### src/rtl/iq_stream_pkg.sv
// Shared types and constants for the I/Q SPI streamer.
// Optional header word support is selected with the IQ_STREAM_HEADER_EN macro.
package iq_stream_pkg;

    // Serialiser FSM states.
    typedef enum logic [2:0] {
        IDLE,
        LOAD,
        START,
        WAIT_BUSY,
        WAIT_DONE
    } state_t;

    // Header word fields.
    localparam logic [7:0] HDR_SYNC    = 8'hA5;
    localparam int         HDR_SEQ_W   = 16;
    localparam int         HDR_SEQ_LSB = 8;

    // Width of an index that addresses every I/Q word of a frame.
    function automatic int word_idx_w(input int channels);
        return $clog2(2 * channels);
    endfunction

    // Bits of I/Q payload in one frame.
    function automatic int frame_w(input int channels, input int sample_w);
        return channels * 2 * sample_w;
    endfunction

    // FIFO entry: payload plus the channel mask captured with it.
    function automatic int entry_w(input int channels, input int sample_w);
        return frame_w(channels, sample_w) + channels;
    endfunction

endpackage

### src/rtl/iq_frame_fifo.sv
// Synchronous frame FIFO with full/empty/level.
// A push into a full FIFO is accepted when a pop happens on the same edge.
module iq_frame_fifo #(
    parameter int WIDTH = 130,
    parameter int DEPTH = 4
) (
    input  logic                   clk_in,
    input  logic                   reset,
    input  logic                   push,
    input  logic                   pop,
    input  logic [WIDTH-1:0]       wr_data,
    output logic [WIDTH-1:0]       rd_data,
    output logic                   full,
    output logic                   empty,
    output logic [$clog2(DEPTH):0] level
);

    localparam int AW = $clog2(DEPTH);

    logic [WIDTH-1:0] mem [DEPTH];
    logic [AW:0]      wr_ptr;
    logic [AW:0]      rd_ptr;
    logic             do_push;
    logic             do_pop;

    assign empty   = (wr_ptr == rd_ptr);
    assign full    = (wr_ptr[AW] != rd_ptr[AW]) && (wr_ptr[AW-1:0] == rd_ptr[AW-1:0]);
    assign level   = wr_ptr - rd_ptr;
    assign do_pop  = pop && !empty;
    assign do_push = push && (!full || do_pop);
    assign rd_data = mem[rd_ptr[AW-1:0]];

    // Storage write; entries are only read once a pointer has covered them.
    // NOTE: the array has no reset -- contents are dead until written, and resetting it would cost a reset net per bit.
    always_ff @(posedge clk_in) begin
        if (do_push) begin
            mem[wr_ptr[AW-1:0]] <= wr_data;
        end
    end

    // Read/write pointers with an extra wrap bit to tell full from empty.
    always_ff @(posedge clk_in) begin
        if (reset) begin
            wr_ptr <= '0;
            rd_ptr <= '0;
        end else begin
            if (do_push) wr_ptr <= wr_ptr + 1'b1;
            if (do_pop)  rd_ptr <= rd_ptr + 1'b1;
        end
    end

endmodule

### src/rtl/iq_spi_streamer.sv
// Multi-channel I/Q frame buffer and word serialiser for the bus SPI shifter.
// Define IQ_STREAM_HEADER_EN to precede every frame with a sync/sequence/mask header word.
module iq_spi_streamer
    import iq_stream_pkg::*;
#(
    parameter int CHANNELS   = 2,
    parameter int SAMPLE_W   = 32,
    parameter int FIFO_DEPTH = 4
) (
    input  logic                            clk_in,
    input  logic                            reset,
    input  logic                            iq_valid,
    input  logic [CHANNELS*2*SAMPLE_W-1:0]  iq_data,
    input  logic [CHANNELS-1:0]             chan_enable,
    input  logic                            BUS_SPI_busy,
    output logic [SAMPLE_W-1:0]             BUS_SPI_data_out,
    output logic                            BUS_SPI_enable,
    output logic                            IQ_RX_READ_REQ,
    output logic [$clog2(FIFO_DEPTH):0]     fifo_level,
    output logic [15:0]                     overflow_count
);

    localparam int FRAME_W = frame_w(CHANNELS, SAMPLE_W);
    localparam int ENTRY_W = entry_w(CHANNELS, SAMPLE_W);
    localparam int IDX_W   = word_idx_w(CHANNELS);
    localparam int NWORDS  = 2 * CHANNELS;

    state_t              state;
    logic [FRAME_W-1:0]  frame_q;
    logic [CHANNELS-1:0] mask_q;
    logic [IDX_W:0]      search_base;

    logic                push_req;
    logic                fifo_pop;
    logic                fifo_full;
    logic                fifo_empty;
    logic [ENTRY_W-1:0]  fifo_rd;

    logic                word_found;
    logic [IDX_W-1:0]    sel_idx;
    logic [SAMPLE_W-1:0] word_sel;
    logic [IDX_W:0]      next_base;

    assign push_req = iq_valid && (|chan_enable);
    assign fifo_pop = (state == IDLE) && !fifo_empty;

    iq_frame_fifo #(
        .WIDTH (ENTRY_W),
        .DEPTH (FIFO_DEPTH)
    ) u_fifo (
        .clk_in  (clk_in),
        .reset   (reset),
        .push    (push_req),
        .pop     (fifo_pop),
        .wr_data ({chan_enable, iq_data}),
        .rd_data (fifo_rd),
        .full    (fifo_full),
        .empty   (fifo_empty),
        .level   (fifo_level)
    );

    // Lowest enabled word index at or above search_base (I and Q share their channel's mask bit).
    // NOTE: every output gets a default first so no path leaves a value held, which would infer a latch.
    always_comb begin
        word_found = 1'b0;
        sel_idx    = '0;
        for (int i = NWORDS - 1; i >= 0; i--) begin
            if (i >= int'(search_base) && mask_q[i/2]) begin
                word_found = 1'b1;
                sel_idx    = IDX_W'(i);
            end
        end
    end

    assign word_sel  = frame_q[sel_idx*SAMPLE_W +: SAMPLE_W];
    assign next_base = {1'b0, sel_idx} + 1'b1;

`ifdef IQ_STREAM_HEADER_EN
    logic [HDR_SEQ_W-1:0] seq_q;
    logic [SAMPLE_W-1:0]  hdr_word;

    // Header word: sync byte on top, sequence number, zero-extended channel mask.
    always_comb begin
        hdr_word                                     = '0;
        hdr_word[SAMPLE_W-1 -: 8]                    = HDR_SYNC;
        hdr_word[HDR_SEQ_LSB +: HDR_SEQ_W]           = seq_q;
        hdr_word[CHANNELS-1:0]                       = mask_q;
    end
`endif

    // Dropped-frame counter: a push into a full FIFO with no pop on the same edge, saturating.
    // NOTE: state registers use non-blocking assignments so every flop samples pre-edge values.
    always_ff @(posedge clk_in) begin
        if (reset) begin
            overflow_count <= '0;
        end else if (push_req && fifo_full && !fifo_pop && overflow_count != 16'hFFFF) begin
            overflow_count <= overflow_count + 1'b1;
        end
    end

    // Serialiser FSM: pop a frame, then hand each enabled word to the shifter over enable/busy.
    always_ff @(posedge clk_in) begin
        if (reset) begin
            state            <= IDLE;
            frame_q          <= '0;
            mask_q           <= '0;
            search_base      <= '0;
            BUS_SPI_data_out <= '0;
            BUS_SPI_enable   <= 1'b0;
            IQ_RX_READ_REQ   <= 1'b0;
`ifdef IQ_STREAM_HEADER_EN
            seq_q            <= '0;
`endif
        end else begin
            case (state)
                IDLE: begin
                    if (!fifo_empty) begin
                        frame_q        <= fifo_rd[FRAME_W-1:0];
                        mask_q         <= fifo_rd[ENTRY_W-1:FRAME_W];
                        search_base    <= '0;
                        IQ_RX_READ_REQ <= 1'b1;
                        state          <= LOAD;
                    end
                end
                LOAD: begin
`ifdef IQ_STREAM_HEADER_EN
                    BUS_SPI_data_out <= hdr_word;
                    seq_q            <= seq_q + 1'b1;
`else
                    BUS_SPI_data_out <= word_sel;
                    search_base      <= next_base;
`endif
                    BUS_SPI_enable   <= 1'b1;
                    state            <= START;
                end
                START: begin
                    BUS_SPI_enable <= 1'b1;
                    state          <= WAIT_BUSY;
                end
                WAIT_BUSY: begin
                    if (BUS_SPI_busy) state <= WAIT_DONE;
                end
                WAIT_DONE: begin
                    if (!BUS_SPI_busy) begin
                        BUS_SPI_enable <= 1'b0;
                        if (word_found) begin
                            BUS_SPI_data_out <= word_sel;
                            search_base      <= next_base;
                            state            <= START;
                        end else begin
                            IQ_RX_READ_REQ <= 1'b0;
                            state          <= IDLE;
                        end
                    end
                end
                default: state <= IDLE;
            endcase
        end
    end

endmodule

### config.mk
export PLATFORM = sky130hd
export DESIGN_NAME = iq_spi_streamer
export DESIGN_NICKNAME = d
export VERILOG_FILES = /design/src/rtl/iq_stream_pkg.sv /design/src/rtl/iq_frame_fifo.sv /design/src/rtl/iq_spi_streamer.sv
export SDC_FILE = /design/constraint.sdc
export NUM_CORES = 1
export LEC_CHECK = 0
export BUFFER_PORTS_ARGS = -buffer_cell sky130_fd_sc_hd__buf_4
export CAP_MARGIN = 20
export CELL_PAD_IN_SITES_DETAIL_PLACEMENT = 1
export CELL_PAD_IN_SITES_GLOBAL_PLACEMENT = 1
export CORE_MARGIN = 2
export CORE_UTILIZATION = 35
export DETAILED_ROUTE_END_ITERATION = 16
export PLACE_DENSITY = 0.57
export SYNTH_ARGS = -nofsm -noshare
export SYNTH_HDL_FRONTEND = slang
export SYNTH_SLANG_ARGS = --single-unit
### constraint.sdc
create_clock -name clk_in -period 7.6 [get_ports clk_in]
set_input_delay 1.52 -clock clk_in [delete_from_list [all_inputs] [get_ports clk_in]]
set_output_delay 1.52 -clock clk_in [all_outputs]
set_load 0.01 [all_outputs]
Word-level counts from Yosys, hierarchy flattened
Memories as Yosys holds them, arrays and structs flattened. A register that Yosys moved wholly into a read port is not among the register bits.
Cells that the tools add are included.
{"block": "word_totals", "ff_bits": 62, "ramBits": 520, "output_inout_bits": 53, "word_cells": 90, "n_memories": 1}
{"block": "op_classes", "n_addsub": 5, "n_lt_le_gt_ge": 4, "eq_ne": 13, "shift": 1, "n_mux": 28, "bitwise": 1, "reduce_logical": 29}
{"name": "u_fifo.mem", "depth": 4, "word_bits": 130, "read_ports": 1, "rd_clocked_by_memory_dff": 1, "write_ports": 1, "line": "iq_frame_fifo.sv:20", "source": "logic [WIDTH-1:0] mem [DEPTH];"}
{"operator": "$shiftx 128x8->32", "n": 1}
{"operator": "$mux 32", "n": 2}
{"operator": "$pmux 32 s2", "n": 1}
{"operator": "$mux 3", "n": 6}
{"operator": "$add 16x1->16 const B", "n": 1}
{"operator": "$ne 16x16->1 const B", "n": 1}
{"operator": "$pmux 3 s5", "n": 1}
{"operator": "$logic_and 1x1->1", "n": 12}
{"operator": "$mux 1", "n": 10}
{"operator": "$mux 2", "n": 5}
{"operator": "$ne 2x2->1 const B", "n": 5}
{"operator": "$pmux 3 s3", "n": 1}
{"operator": "$reduce_and 4->1", "n": 2}
{"operator": "$add 3x1->3 const B", "n": 2}
{"operator": "$eq 3x2->1 const B", "n": 2}
{"operator": "$ge 1x3->1 const A", "n": 2}
{"operator": "$ge 2x3->1 const A", "n": 2}
{"operator": "$reduce_and 3->1", "n": 2}
{"operator": "$reduce_bool 2->1", "n": 3}
{"operator": "$pmux 1 s2", "n": 2}
{"operator": "$reduce_and 2->1", "n": 2}
{"operator": "$reduce_or 2->1", "n": 2}
{"operator": "$add 2x1->3 const B", "n": 1}
{"operator": "$eq 3x1->1 const B", "n": 1}
{"operator": "10 further kinds", "n": 12}

Longest topological paths before layout
Gate-level depths: netlist of run 1.
{"block": "logic_depth", "word_depth": 10, "ltp_mapped": 12, "ltp_nobuf": 7}

Hierarchy
From an unflattened synthesis of run 1, not the netlist that was laid out.
{"block": "hier_totals", "hier_cells": 1705, "area_unflattened_um2": 26815.7}
{"mod": "iq_frame_fifo", "n_inst": 1, "cells_each": 734, "area_each_um2": 19192.2}
{"mod": "iq_spi_streamer", "n_inst": 1, "cells_each": 971, "area_each_um2": 7623.6}

Least setup slack after synthesis of run 1
No wires, ideal clock.
{"block": "synth_timing", "kind": "input to register", "startpoint": "input port chan_enable[1]", "endpoint": "memory u_fifo.mem[0][0] (enable)", "setup_ps": 505, "arrival_time_ps": 5091, "path_slack_ps": 2004, "path_stages": 3, "path_buffers": 0, "path_cell_list": "o21ai_0 a31oi_1 and2_1"}
{"block": "synth_between", "elab_chain_len": 5}
{"item": "from (decl)", "line": "iq_spi_streamer.sv:14", "source": "input logic [CHANNELS-1:0] chan_enable,"}
{"item": "$reduce_or 2->1", "line": "iq_spi_streamer.sv:44", "source": "assign push_req = iq_valid && (|chan_enable);"}
{"item": "$logic_and 1x1->1", "line": "iq_spi_streamer.sv:44"}
{"item": "$logic_and 1x1->1", "line": "iq_frame_fifo.sv:30", "source": "assign do_push = push && (!full || do_pop);"}
{"item": "$mux 1", "line": "iq_frame_fifo.sv:36", "source": "if (do_push) begin"}
{"item": "$mux 1 (not written as such)", "line": "iq_frame_fifo.sv:37", "source": "mem[wr_ptr[AW-1:0]] <= wr_data;"}
{"item": "to (decl)", "line": "iq_frame_fifo.sv:20"}
Every way passes these cells.

Worst setup path after layout of run 1
{"block": "layout_timing", "startpoint": "register u_fifo.rd_ptr[0]", "endpoint": "output port fifo_level[2]"}
{"block": "layout_between", "elab_chain_len": 1}
{"item": "from (decl)", "line": "iq_frame_fifo.sv:22", "source": "logic [AW:0] rd_ptr;"}
{"item": "from (signal assigned)", "line": "iq_frame_fifo.sv:48", "source": "if (do_pop) rd_ptr <= rd_ptr + 1'b1;"}
{"item": "$sub 3x3->3", "line": "iq_frame_fifo.sv:28", "source": "assign level = wr_ptr - rd_ptr;"}
{"item": "to (decl)", "line": "iq_spi_streamer.sv:19", "source": "output logic [$clog2(FIFO_DEPTH):0] fifo_level,"}
Every way passes these cells.

==> results of run 1 <==
## flip-flops by register name, indices dropped and copies added, names as in the netlist, 2 cells and up
register and count:
u_fifo.mem 520, frame_q 128, BUS_SPI_data_out 32, overflow_count 16, search_base 3, state 3
u_fifo.rd_ptr 3, u_fifo.wr_ptr 3, mask_q 2
## power groups by stage
stage	sequential, mW	combinational, mW	clock, mW
after detailed placement	5.01	2.31	0
after floorplan	4.87	1.53	0
after CTS	4.93	2.33	4.16
after global routing	4.97	2.49	4.30
after global placement	5.00	2.29	0
final	4.92	2.26	4.05
## per-stage QoR
step                hold WS (ns)  std cells  worst slack, ns  power [mW]
finish                    0.4537       2923            3.850       11.23
CTS                       0.4561       2920            3.778       11.41
floorplan                 0.4366       1696            2.004       6.400
detailed placement        0.4481       2768            3.421       7.324
global route              0.4688       2920            3.704       11.77
global placement          0.4445       2768            3.436       7.286
## logic make-up after synthesis
logic type	synth area share [%]
AOI/OAI and AO/OA	5.659
xor gates and xnor gates	0.6533
adders and majority gates	0.4982
buffers and inverters	1.885
DFF	73.09
muxes	11.31
and+or+nand+nor	6.904
## routing by layer
layer | share of wire [%] | vias up | track usage [%]
li1 | - | 6776 | -
met1 | 44 | 7804 | 24.96
met2 | 48 | 341 | 30.02
met3 | 5.6 | 98 | 3.953
met4 | 1.7 | 8 | 4.429
met5 | 0.086 | - | 0
## synth_stat cells (all sizes together) (9+ instances only)
master	count
inv	9
a32oi	32
a22o	32
dfxtp	192
edfxtp	520
nand2	374
xor2	12
nor2	30
nand3	9
a21oi	171
clkbuf	52
ha	9
mux4	130
buf	57
## worst paths after layout
kind	from	slack (ns)	end
max	u_fifo.rd_ptr[0]	3.85	fifo_level[2]
min	frame_q[74]	0.45	frame_q[74]
min reg2reg	frame_q[74]	0.45	frame_q[74]
max reg2reg	u_fifo.rd_ptr[1]	3.93	u_fifo.mem[3][42]
## area by class of cell
class	count	share of cell area [%]
Timing Repair Buffer	203	4.996
Clock buffer	102	6.938
Inverter	9	0.1061
Clock inverter	50	1.895
Sequential cell	712	61.16
Antenna cell	3	0.02359
Multi-Input combinational cell	866	21.04
Tap cell	978	3.845
## worst max-delay path: stages (launching register included)
cell                      delay, ns
sky130_fd_sc_hd__dfxtp_4       0.50
sky130_fd_sc_hd__ha_1          0.30
sky130_fd_sc_hd__fa_1          0.44
sky130_fd_sc_hd__xnor2_1       0.20
sky130_fd_sc_hd__buf_4         0.15
## layout by cell type (no fill, tap or decap), types with 30 or more instances in the layout
| cell type | n |
|---|---|
| sky130_fd_sc_hd__nand2_1 | 373 |
| sky130_fd_sc_hd__a21oi_1 | 170 |
| sky130_fd_sc_hd__a22o_1 | 32 |
| sky130_fd_sc_hd__edfxtp_1 | 520 |
| sky130_fd_sc_hd__a32oi_1 | 32 |
| sky130_fd_sc_hd__nor2_1 | 30 |
| sky130_fd_sc_hd__dfxtp_1 | 190 |
| sky130_fd_sc_hd__buf_4 | 197 |
| sky130_fd_sc_hd__clkbuf_16 | 83 |
| sky130_fd_sc_hd__mux4_2 | 130 |
==> metrics.txt, run 1 <==
status completed; final weighted congestion of routability-driven global placement 0.7481; setup skew after layout 0.03015 ns; die width 279.8 µm; maximum VDD drop 0.1953 mV; area inside the core boundary 75,570 µm²; ratio of cells with drive above 1 in the final layout 24.61%; number of remaining DRC errors 0; pin count of the biggest net entering global routing 131; synthesized area per cell 15.70 µm²; final design instance area without fill 31,830 µm²; Area growth, synth to finish 19.56%; vias in the first global route 16.06k; area of placed instances 29,010 µm²; number of violations of the max-capacitance limit 0; sequential cell area in the final layout 19,470 µm²; number of endpoints failing setup at the final stage 0; Die Ht 279.8 µm; internal power of the cells 7.951 mW; number of buffers inserted for hold repair after clock tree synthesis 0; upper clock frequency limit 0.2667 GHz; 1st-iter DRT viols 879; insertion delay of the later-clocked pin in the worst-skew pair 0.63 ns; count of endpoints failing hold in the final timing report 0; setup bufs post-CTS 0; Worst slew margin 29.93%; starting utilization of the core area 35.23%; flops & latches, synth 712; area of the die 78,290 µm²; total routing resource utilization after global routing 18.34%; switching component of the power 3.280 mW; Comb power frac 20.1%; maximum buffer depth of the clock tree 3; Resized Gates After CTS 0; CTS buffer count 81; detailed-router iteration count before antenna repair 5; clock tree sinks 712; leading post-synthesis cells by cell area sky130_fd_sc_hd__edfxtp_1, sky130_fd_sc_hd__dfxtp_1, sky130_fd_sc_hd__mux4_2, sky130_fd_sc_hd__nand2_1, sky130_fd_sc_hd__a21oi_1; Top Ports 187; Port Buffers 186; number of nets produced by synthesis 1,840; layout filler cell count 7,472; Worst R2R Path Depth 6; synthesized netlist cell count 1,696; FFs w/ async S/R, synth 0%; Cell variety after synth 50; endpoint required time on the critical path 6.08 ns; Worst Setup Path Type flop to output pin; crit-path max FO 24; number of enable flip-flop cells after synthesis 520; Most used DFF post-synth sky130_fd_sc_hd__edfxtp_1; unrepaired setup endpoints after global routing no; Tightest Hold Check Type flop to flop; Warnings, synthesis 0; power share of the sequential group 43.8%; # nets final 2,017; Worst EP arrival 2.23 ns; clock network fraction of total power 36.1%; average via count per standard cell 5.141; routed len/inst 24.37 µm; remaining global-route overflow 0; global-route wire length before repair 105,600 µm; number of antenna violations at the first check in global routing 9; part of the cycle the worst path needs 49.34%; total number of vias 15.03k; Lkg Pwr 10.53 nW; # H-tree levels 3; number of core rows 101; switching power share of the total 29.21%; minimum clock period 3.750 ns; Power Density 352.9 nW/µm²; portion of synthesized cell area occupied by the leading cell type 58.65%; Clock transition at path regs 0.06 ns; final slew viol count 0; CTS Root Buffer Type sky130_fd_sc_hd__clkbuf_16; sequential share of the synthesized area 73.09%; Final Core Density 42.12%; routed wire length 71,220 µm; worst hold stages 2; Detail Route Antenna Nets 0; endpoint type of the worst setup path output pin; aggregate negative setup slack 0 ns; total half-perimeter wirelength after legalization and detailed placement 43,360 µm; area of the multi-input gates 6695 µm²; category of the worst setup path launch point flop; measured slew at the worst slew-check pin 1.051 ns; post-synthesis cell area 26,620 µm²; TritonCTS clock tree yes; cell accounting for the most synthesized area sky130_fd_sc_hd__edfxtp_1
No activity file was read; power rests on OpenSTA's default activity.
==> run 2, diff against run 1 <==
clock period = 3.8 ns   (was 7.6 ns; I/O delays follow)
==> metrics.txt, run 2 (same netlist as run 1, synthesis figures left out) <==
upper clock frequency limit 0.3297 GHz; final slew viol count 0 (unchanged); TritonCTS clock tree yes; number of antenna violations at the first check in global routing 10 (+1); sum of buffers and inverters on the critical path 3 (+2); status completed; vias in the first global route 16.04k (-0.14%); area of the die 78,290 µm² (unchanged); area inside the core boundary 75,570 µm² (unchanged); CTS Root Buffer Type sky130_fd_sc_hd__clkbuf_16; number of core rows 101 (unchanged); gate family responsible for the most delay along the worst path buffers and inverters; routed len/inst 25.16 µm (+3.3%); final critical-path setup slack 0.7670 ns (-3.083 ns); starting utilization of the core area 35.23% (unchanged); measured slew at the worst slew-check pin 1.019 ns (-0.03246 ns); Worst Setup Path Type flop to output pin; post-placement worst setup slack 0.7070 ns (-2.714 ns); die width 279.8 µm (unchanged); ratio of cells with drive above 1 in the final layout 24.53% (-0.088 points); crit-path max FO 133 (+450%); category of the worst setup path launch point flop; post-layout instance count excluding filler cells 2,933 (+0.34%); total number of vias 15.17k (+0.98%); total half-perimeter wirelength after legalization and detailed placement 44,720 µm (+3.1%); Port Buffers 186 (unchanged); commonest non-fill, non-tap cell in the layout sky130_fd_sc_hd__edfxtp_1; Worst slew margin 32.10% (+2.2 points); setup skew after layout 0.02242 ns (-0.007730 ns); maximum buffer depth of the clock tree 3 (unchanged); Final Power 21.83 mW (+94%); number of remaining DRC errors 0 (unchanged); Die Ht 279.8 µm (unchanged); final weighted congestion of routability-driven global placement 0.7726 (+3.3%); detailed-router iteration count before antenna repair 6 (+1); Lkg Pwr 10.47 nW (-0.60%); insertion delay of the later-clocked pin in the worst-skew pair 0.63 ns (about the same); Cells after DPL 2,782 (+0.51%); maximum VDD drop 0.4553 mV (+130%); CTS buffer count 78 (-3.7%); Power Density 688.2 nW/µm² (+95%); total routing resource utilization after global routing 19.02% (+0.69 points); remaining global-route overflow 0 (unchanged); endpoint required time on the critical path 3.04 ns (-3.04 ns); count of endpoints failing hold in the final timing report 0 (unchanged); pin count of the biggest net entering global routing 134 (+2.3%); part of the cycle the worst path needs 79.81%; Worst EP arrival 2.27 ns (+0.04 ns); Post-Route Hold Slack 0.3319 ns (-0.1218 ns); routed wire length 73,790 µm (+3.6%); delay of the slowest cell on the worst path 0.56 ns (+0.06 ns); number of flip-flops in the largest register 520 (unchanged); most frequent cells in the layout sky130_fd_sc_hd__edfxtp_1, sky130_fd_sc_hd__nand2_1, sky130_fd_sc_hd__buf_4, sky130_fd_sc_hd__dfxtp_1, sky130_fd_sc_hd__a21oi_1; ordered list of cells on the worst path buf_12 -> fa_1 -> inv_1 -> buf_4; minimum clock period 3.033 ns; average via count per standard cell 5.174 (+0.63%); setup bufs post-CTS 0 (unchanged); Detail Route Antenna Nets 0 (unchanged); Tightest Hold Check Type primary input to flop; number of violations of the max-capacitance limit 0 (unchanged); endpoint type of the worst setup path output pin; number of buffers inserted for hold repair after clock tree synthesis 0 (unchanged); unrepaired setup endpoints after global routing no; cell at the slowest stage of the critical path sky130_fd_sc_hd__fa_1; Resized Gates After CTS 0 (unchanged); Clock transition at path regs 0.06 ns (about the same); # nets final 2,029 (+0.59%); clock tree sinks 712 (unchanged); aggregate negative setup slack 0 ns (unchanged); number of endpoints failing setup at the final stage 0 (unchanged); Area growth, synth to finish 19.19%; Top Ports 187 (unchanged); 1st-iter DRT viols 879 (unchanged); global-route wire length before repair 109,000 µm (+3.2%); # H-tree levels 3 (unchanged)
## run 2: stage by stage
stage / instance area (µm²) / utilization, %
3_3_place_gp: 29210 / 38.66
6_report: 31730 / 41.99
2_1_floorplan: 26630 / -
3_5_place_dp: 29210 / 38.66
5_1_grt: 31730 / 41.98
4_1_cts: 31690 / 41.93
## run 2: power breakdown
part           internal (mW)  switching [mW]
clock                   4.20            3.11
sequential              9.24           0.582
combinational           1.81            2.90
total                   15.2            6.59
## run 2: worst paths after layout
check,slack [ns],startpoint,to,cells after the start
setup reg to reg,0.78,u_fifo.wr_ptr[0],u_fifo.wr_ptr[2],8
setup / recovery,0.77,u_fifo.rd_ptr[1],fifo_level[1],4
hold reg to reg,0.46,frame_q[73],frame_q[73],2
hold / removal,0.33,iq_data[43],u_fifo.mem[1][43],1
## run 2: cell type report
cell class	count	area [µm²]
Clock inverter	33	315.3
Fill cell	7540	43840
Tap cell	978	1224
Multi-Input combinational cell	866	6695
Inverter	9	33.78
Antenna cell	6	15.01
Timing Repair Buffer	218	1823
Sequential cell	712	19470
Clock buffer	111	2157
## run 2: metal layers
metal  track usage [%]  share of wire, %  up-vias
met2             30.50                48      345
met4             6.349               2.4        4
met1             26.30                46     7919
met3             3.294               4.1      104
met5                 0             0.031        -
li1                  -                 -     6802
